**src/rtl/aes_shift_rows_pipe.sv**
```systemverilog
`default_nettype none
// ============================================================================
// Module   : aes_shift_rows_pipe
// Brief    : Rijndael ShiftRows / InvShiftRows (NB = 4, 6, 8) followed by a
//            PIPE_DEPTH-stage valid/ready register pipeline with global stall.
//            Optional build macro AES_SHIFT_ROWS_BYPASS_EN adds port in_bypass.
// Revision : 1.0 - initial release
// ============================================================================
module aes_shift_rows_pipe #(
    parameter int NB         = 4,
    parameter int PIPE_DEPTH = 1
) (
    input  logic            clk,
    input  logic            reset,
    input  logic            in_valid,
    output logic            in_ready,
    input  logic [32*NB-1:0] in_state,
    input  logic            in_inv,
`ifdef AES_SHIFT_ROWS_BYPASS_EN
    input  logic            in_bypass,
`endif
    output logic            out_valid,
    input  logic            out_ready,
    output logic [32*NB-1:0] out_state,
    output logic            busy
);

    localparam int W = 32 * NB;

    logic [W-1:0]          fwd_state;
    logic [W-1:0]          inv_state;
    logic [W-1:0]          perm_state;
    logic                  en;

    logic [W-1:0]          data_q [PIPE_DEPTH];
    logic [W-1:0]          data_d [PIPE_DEPTH];
    logic [PIPE_DEPTH-1:0] valid_q;
    logic [PIPE_DEPTH-1:0] valid_d;

    // Byte k = 4*c + r sits at bits [W-1-8k -: 8]; each row rotates by its own offset.
    for (genvar c = 0; c < NB; c++) begin : g_col
        for (genvar r = 0; r < 4; r++) begin : g_row
            localparam int SH = (NB == 8 && r >= 2) ? r + 1 : r;
            localparam int CF = (c + SH) % NB;
            localparam int CI = (c + NB - SH) % NB;
            assign fwd_state[W-1-8*(4*c+r) -: 8] = in_state[W-1-8*(4*CF+r) -: 8];
            assign inv_state[W-1-8*(4*c+r) -: 8] = in_state[W-1-8*(4*CI+r) -: 8];
        end
    end

`ifdef AES_SHIFT_ROWS_BYPASS_EN
    assign perm_state = in_bypass ? in_state : (in_inv ? inv_state : fwd_state);
`else
    assign perm_state = in_inv ? inv_state : fwd_state;
`endif

    assign en       = ~out_valid | out_ready;
    assign in_ready = en;

    // Whole pipeline advances together; a stalled output freezes every stage.
    always_comb begin
        data_d  = data_q;
        valid_d = valid_q;
        if (en) begin
            data_d[0]  = perm_state;
            valid_d[0] = in_valid & in_ready;
            for (int i = 1; i < PIPE_DEPTH; i++) begin
                data_d[i]  = data_q[i-1];
                valid_d[i] = valid_q[i-1];
            end
        end
    end

    always_ff @(posedge clk) begin
        if (reset) begin
            for (int i = 0; i < PIPE_DEPTH; i++) begin
                data_q[i] <= '0;
            end
            valid_q <= '0;
        end else begin
            data_q  <= data_d;
            valid_q <= valid_d;
        end
    end

    assign out_valid = valid_q[PIPE_DEPTH-1];
    assign out_state = data_q[PIPE_DEPTH-1];
    assign busy      = |valid_q;

endmodule
`default_nettype wire

```
**config.mk**
```make
export PLATFORM = sky130hd
export DESIGN_NAME = aes_shift_rows_pipe
export DESIGN_NICKNAME = d
export VERILOG_FILES = /design/src/rtl/aes_shift_rows_pipe.sv
export SDC_FILE = /design/constraint.sdc
export NUM_CORES = 1
export LEC_CHECK = 0
export ABC_AREA = 1
export CAP_MARGIN = 20
export CELL_PAD_IN_SITES_DETAIL_PLACEMENT = 1
export CELL_PAD_IN_SITES_GLOBAL_PLACEMENT = 2
export CORE_MARGIN = 3
export CORE_UTILIZATION = 18
export CTS_CLUSTER_DIAMETER = 50
export DETAILED_ROUTE_END_ITERATION = 8
export GPL_ROUTABILITY_DRIVEN = 1
export PLACE_DENSITY = 0.79
export SYNTH_ARGS = -nofsm -noshare
export SYNTH_HDL_FRONTEND = slang
export SYNTH_SLANG_ARGS = --single-unit
export TNS_END_PERCENT = 20
```
**constraint.sdc**
```tcl
create_clock -name clk -period 1.1 [get_ports clk]
set_input_delay 0.165 -clock clk [delete_from_list [all_inputs] [get_ports clk]]
set_output_delay 0.165 -clock clk [all_outputs]
set_load 0.03 [all_outputs]
```
==> summary.md <==
| Metric | Value |
|---|---|
| Clock transition time at the flip-flop clock pins of the worst setup and hold paths | 0.06 ns |
| Total GRT Usage | 14.1% |
| Die extent in x | 190 um |
| Final Critical Period | 1.36 ns |
| Cts hold-fix bufs | 0 |
| Initial antenna violation count | 2 |
| Global-route wire length before repair | 39500 um |
| Initial Util | 18.5% |
| Clock Skews | 0.00749 ns |
| Diodes inserted | 0 |
| Core Util, Final | 32.9% |
| Mapped Nets | 1164 |
| Skew-Pair Late Insertion Delay | 0.43 ns |
| Rows | 66 |
| Max-cap viol count | 0 |
| Max Slew Vio Count | 0 |
| Actual slew at the worst max-slew pin | 0.234 ns |
| Maximum vdd drop | 1070 uV |
| Vias/cell | 3.97 |
| Seq/Total Area, Yosys | 42.3% |
| DRT Pass-1 Iters | 4 |
| PD cells | 1350 mW/mm2 |
| M1 WL | 10500 um |
| Area delta synth->final | 77.7% |
| Avg WL per Cell | 14.7 um |
| Number of nets with antenna violations after routing | 0 |
| Setup TNS | -16.25 ns |
| CTS tree | done |
| Die height | 190 um |
| CTS Root Buffer Type | clkbuf_16 |
| Largest net degree at the start of global routing | 47 |
| Core Region | 0.0329 mm2 |
| Uppermost layer routed | met5 |
| Worst Setup Start Kind | register |
| Nets@finish | 1422 |
| Die area | 0.0361 mm2 |
| Fmax | 737 MHz |
| Rel. slew slack | 84.4% |
| HP Class | in2reg |
| Share of cells above drive strength 1 | 28.2% |
| Met3 WL | 2520 um |
| CP Class | reg2out |
| Fillers | 4004 |
| Routability cong. | 0.738 |
| Power, Total | 14700 uW |
| Critical-path maximum fanout | 2 |
| Failing checks | negative setup slack |
| Hpwl dp | 18100 um |
| Final worst slack | -0.257 ns |
| Leak | 0.00511 uW |
| Number of global-route vias before repair | 7083 |
| Post-Syn Area per Cell | 5.92 um2 |
| Area of the multi-input gates | 0.00288 mm2 |
| Synth Warn # | 0 |
| Total number of vias | 6929 |
| Worst-case reg-to-reg path depth | 7 |
| Number of remaining DRC errors | 0 |
| Post-synthesis register bit count | 129 |
| Synth unique cells | 11 |
| Drt initial violations | 188 |
| Syn Inst Count | 1031 |
| CP arrival | 1.19 ns |
| Clock Tree Buf Depth | 2 |
| Worst Hold Depth | 6 |
| RSZ-0062 raised after global routing | true |
| Clk sink count | 129 |
| Status | complete, but fails checks |
| I/O pins | 264 |
| Htree depth | 4 |
| Fin crit share | 123% |
| Required time worst endpoint | 0.94 ns |
| FF/Latch Area | 0.00275 mm2 |
| CP Capture Type | output port |
| Total grt overflow | 0 |
| I/O Buffers | 263 |
| Fin. Hold Viols | 0 |
| Post-Syn Area | 0.00610 mm2 |
| Total CTS buffers | 17 |
| Worst hold slack | 0.306 ns |
| Met2 wire len | 12400 um |
| Finish-stage setup viols | 132 |
| Post-Route WL | 25600 um |
-- per-layer routing --
layer	vias to the layer above	track usage [%]
met3	18	6.73
met2	191	24.6
met1	3211	15.4
met4	4	3.50
li1	3505	-
met5	-	0
-- worst max-delay path, cell delays in order, from the launching register on --
cell	delay, ns
dfxtp_4	0.34
inv_2	0.04
nor2_4	0.11
buf_12	0.12
inv_4	0.03
buf_6	0.12
-- synth_stat cells, drive strengths merged --
cell type | number | area share [%]
nand3 | 64 | 5.3
dfxtp | 129 | 42
nand2 | 384 | 24
clkbuf | 17 | 1.0
nor2 | 259 | 16
inv | 133 | 8.2
buf | 45 | 3.6
-- metrics by stage --
stage               worst slack [ns]  cell area, um2  instances
global route                  -0.330           10800       1744
global placement              -0.437            9350       1703
CTS                           -0.313           10700       1742
floorplan                    -0.0625            6110       1031
finish                        -0.257           10800       1744
detailed placement            -0.414            9350       1703
-- worst paths after layout --
check	from	end	slack, ns
worst min register to register	out_state[74]	out_state[74]	0.52
worst max-delay path	busy	in_ready	-0.26
worst min-delay path	in_inv	out_state[117]	0.31
worst max register to register	busy	out_state[122]	-0.22
-- sequential cells by signal (all words and copies together) (netlist names) --
name	cells
out_state	128
busy	1
-- where the power goes --
part / switching (uW) / leakage, uW / internal (uW)
clock network: 2240 / 0.000272 / 3200
registers: 279 / 0.00111 / 5110
logic: 2010 / 0.00373 / 1810
total: 4530 / 0.00511 / 10100
-- cell usage in the layout (no fill, tap or decap), drive strengths merged --
cell type      count
buf              169
bufinv             1
clkbuf            22
clkdlybuf4s50    131
clkinv             8
clkinvlp           2
dfxtp            129
inv              133
nand2            384
nand3             64
nor2             259
-- logic make-up after synthesis --
| logic type | after synthesis | share of synthesized area (%) |
|---|---|---|
| AND/OR/NAND/NOR | 707 | 44.9 |
| buffers and inverters | 195 | 12.8 |
| flip-flops | 129 | 42.3 |
-- timing repair --
item                                    CTS  global route
endpoints found under the setup margin  243           222
setup buffers                             4             1
hold endpoints to repair                  0             0
cloned                                    4             1
resized for setup                       265            30
pin swaps                                34            11
-- layout make-up --
| class | instances | share of cell area (%) |
|---|---|---|
| Timing Repair Buffer | 301 | 33.3 |
| Multi-Input combinational cell | 707 | 26.6 |
| Sequential cell | 129 | 25.4 |
| Tap cell | 442 | 5.10 |
| Inverter | 133 | 4.65 |
| Clock buffer | 21 | 4.25 |
| Clock inverter | 11 | 0.819 |
(Power assumes the default switching activity.)
==> variant: new RTL, config.mk and constraints unchanged <==
The option `AES_SHIFT_ROWS_BYPASS_EN` is turned on by a define.
--- a/src/rtl/aes_shift_rows_pipe.sv
+++ b/src/rtl/aes_shift_rows_pipe.sv
@@ -7,4 +7,6 @@
 // Revision : 1.0 - initial release
 // ============================================================================
+`define AES_SHIFT_ROWS_BYPASS_EN
+
 module aes_shift_rows_pipe #(
     parameter int NB         = 4,
Ports: changed (added in_bypass); port bits go from 264 to 265. The function was not compared with the original's and may differ.
==> variant against the unedited design <==
The flow still finishes with violations (setup timing); worst setup slack worse by 49 ps; clock power is 19% higher; register-to-register slack got worse by 90 ps; global-route usage increased by 2.8 points; critical path depth grew 4; via count is 19% higher; wire length increased by 38%; combinational power grew 25%; worst hold slack got worse by 5.6 ps; synthesized area grew 14%; sequential cell count did not move; total power increased by 15%; final area up 18%; largest power group unchanged.
==> variant: results (changes against the unedited design) <==
| Metric | Value |
|---|---|
| Status | `complete, but fails checks` |
| Failing checks | `setup timing` |
| Dpl cell area | `10,900 sq um (+17%)` |
| Vias per cell | `4.15 (+4.4%)` |
| Fin Clk Skew | `7.53 ps (+0.0454 ps)` |
| Nets | `1,595 (+12%)` |
| # resized after CTS | `251 (-5.3%)` |
| CP max FO | `7 (+5)` |
| Initial antenna violation count | `13 (+11)` |
| Final worst-path setup slack | `-306 ps (-48.8 ps)` |
| Largest net degree at the start of global routing | `65 (+38%)` |
| Ratio of cells with drive above 1 in the final layout | `0.298 (+0.0160)` |
| Slew headroom | `0.783 (-0.0611)` |
| First-pass GRT wire length | `52,800 um (+34%)` |
| Worst hold margin | `301 ps (-5.59 ps)` |
| VDD IR max | `1.05 mV (-2.1%)` |
| CP delay by family, top | `buffers and inverters` |
| Gr usage total | `0.169 (+0.0283)` |
| Drt first-iter violations | `302 (+61%)` |
| Cell Count Post-Placement | `1,928 (+13%)` |
| Synth cell types | `16 (+5)` |
| Placer Congestion | `0.801 (+8.5%)` |
| Wire length per cell | `17.8 um (+21%)` |
| Leakage | `6.11 nW (+20%)` |
| Net Count, Synth | `1,325 (+14%)` |
| Pre-CTS setup slack | `-398 ps (+16.8 ps)` |
| Commonest cells in the netlist | `nand2_1, inv_1, nor2_1` |
| Post-detail-place hpwl | `26,100 um (+44%)` |
| Finish-stage setup viols | `134 (+1.5%)` |
| Post-CTS Setup Bufs | `12 (+8)` |
| Main area contributors after synthesis | `dfxtp_1, nand2_1, inv_1` |
==> variant: changes by cell type in the layout (fill, tap and decap cells not counted), moves of 25 or more <==
cell,delta
buf_12,+51
o21ai_0,+69
nor2_1,-71
nand2_1,-64
buf_6,-45
nand2_2,+25
inv_1,+80
a21oi_1,+44
==> variant: tightest hold or removal path, delay by kind of cell <==
kind,cells,cell delay [ps]
and+or+nand+nor,2,140
buffers and inverters,1,400
==> variant: logic make-up (layout without fill, tap and decap cells) <==
kind of cell | count (synthesis) | after routing | synth area share
AO/OA/AOI/OAI | 160 | 160 | 0.115
other | 0 | 4 | 0
flip-flops | 129 | 129 | 0.371
buffers and inverters | 290 | 573 | 0.172
AND/OR/NAND/NOR | 612 | 612 | 0.342
==> variant: area by class of cell <==
cell class                      count  area [sq um]
Fill cell                        4621         25000
Timing Repair Buffer              328          4430
Multi-Input combinational cell    772          3480
Sequential cell                   129          2810
Inverter                          213           803
Tap cell                          511           639
Clock buffer                       20           447
Clock inverter                     12           206
Antenna cell                        4          10.0
==> variant: metal layers <==
layer | global-route usage | up-vias | part of all wire
li1 | - | 4093 | -
met5 | 0 | - | 0.0023
met4 | 0.0549 | 10 | 0.017
met1 | 0.211 | 3886 | 0.44
met3 | 0.0616 | 30 | 0.077
met2 | 0.271 | 228 | 0.47
==> variant: worst paths after layout <==
| check | from | depth (start not counted) | end |
|---|---|---|---|
| worst min register to register | out_state[122] | 2 | out_state[122] |
| worst min-delay path | in_state[60] | 3 | out_state[60] |
| worst max-delay path | busy | 9 | out_state[55] |
| worst max register to register | busy | 9 | out_state[55] |
==> variant: where the power goes <==
| part | total, mW | internal (mW) | switching [mW] |
|---|---|---|---|
| combinational | 4.80 | 2.34 | 2.45 |
| clock | 6.48 | 4.10 | 2.37 |
| sequential | 5.52 | 5.12 | 0.397 |
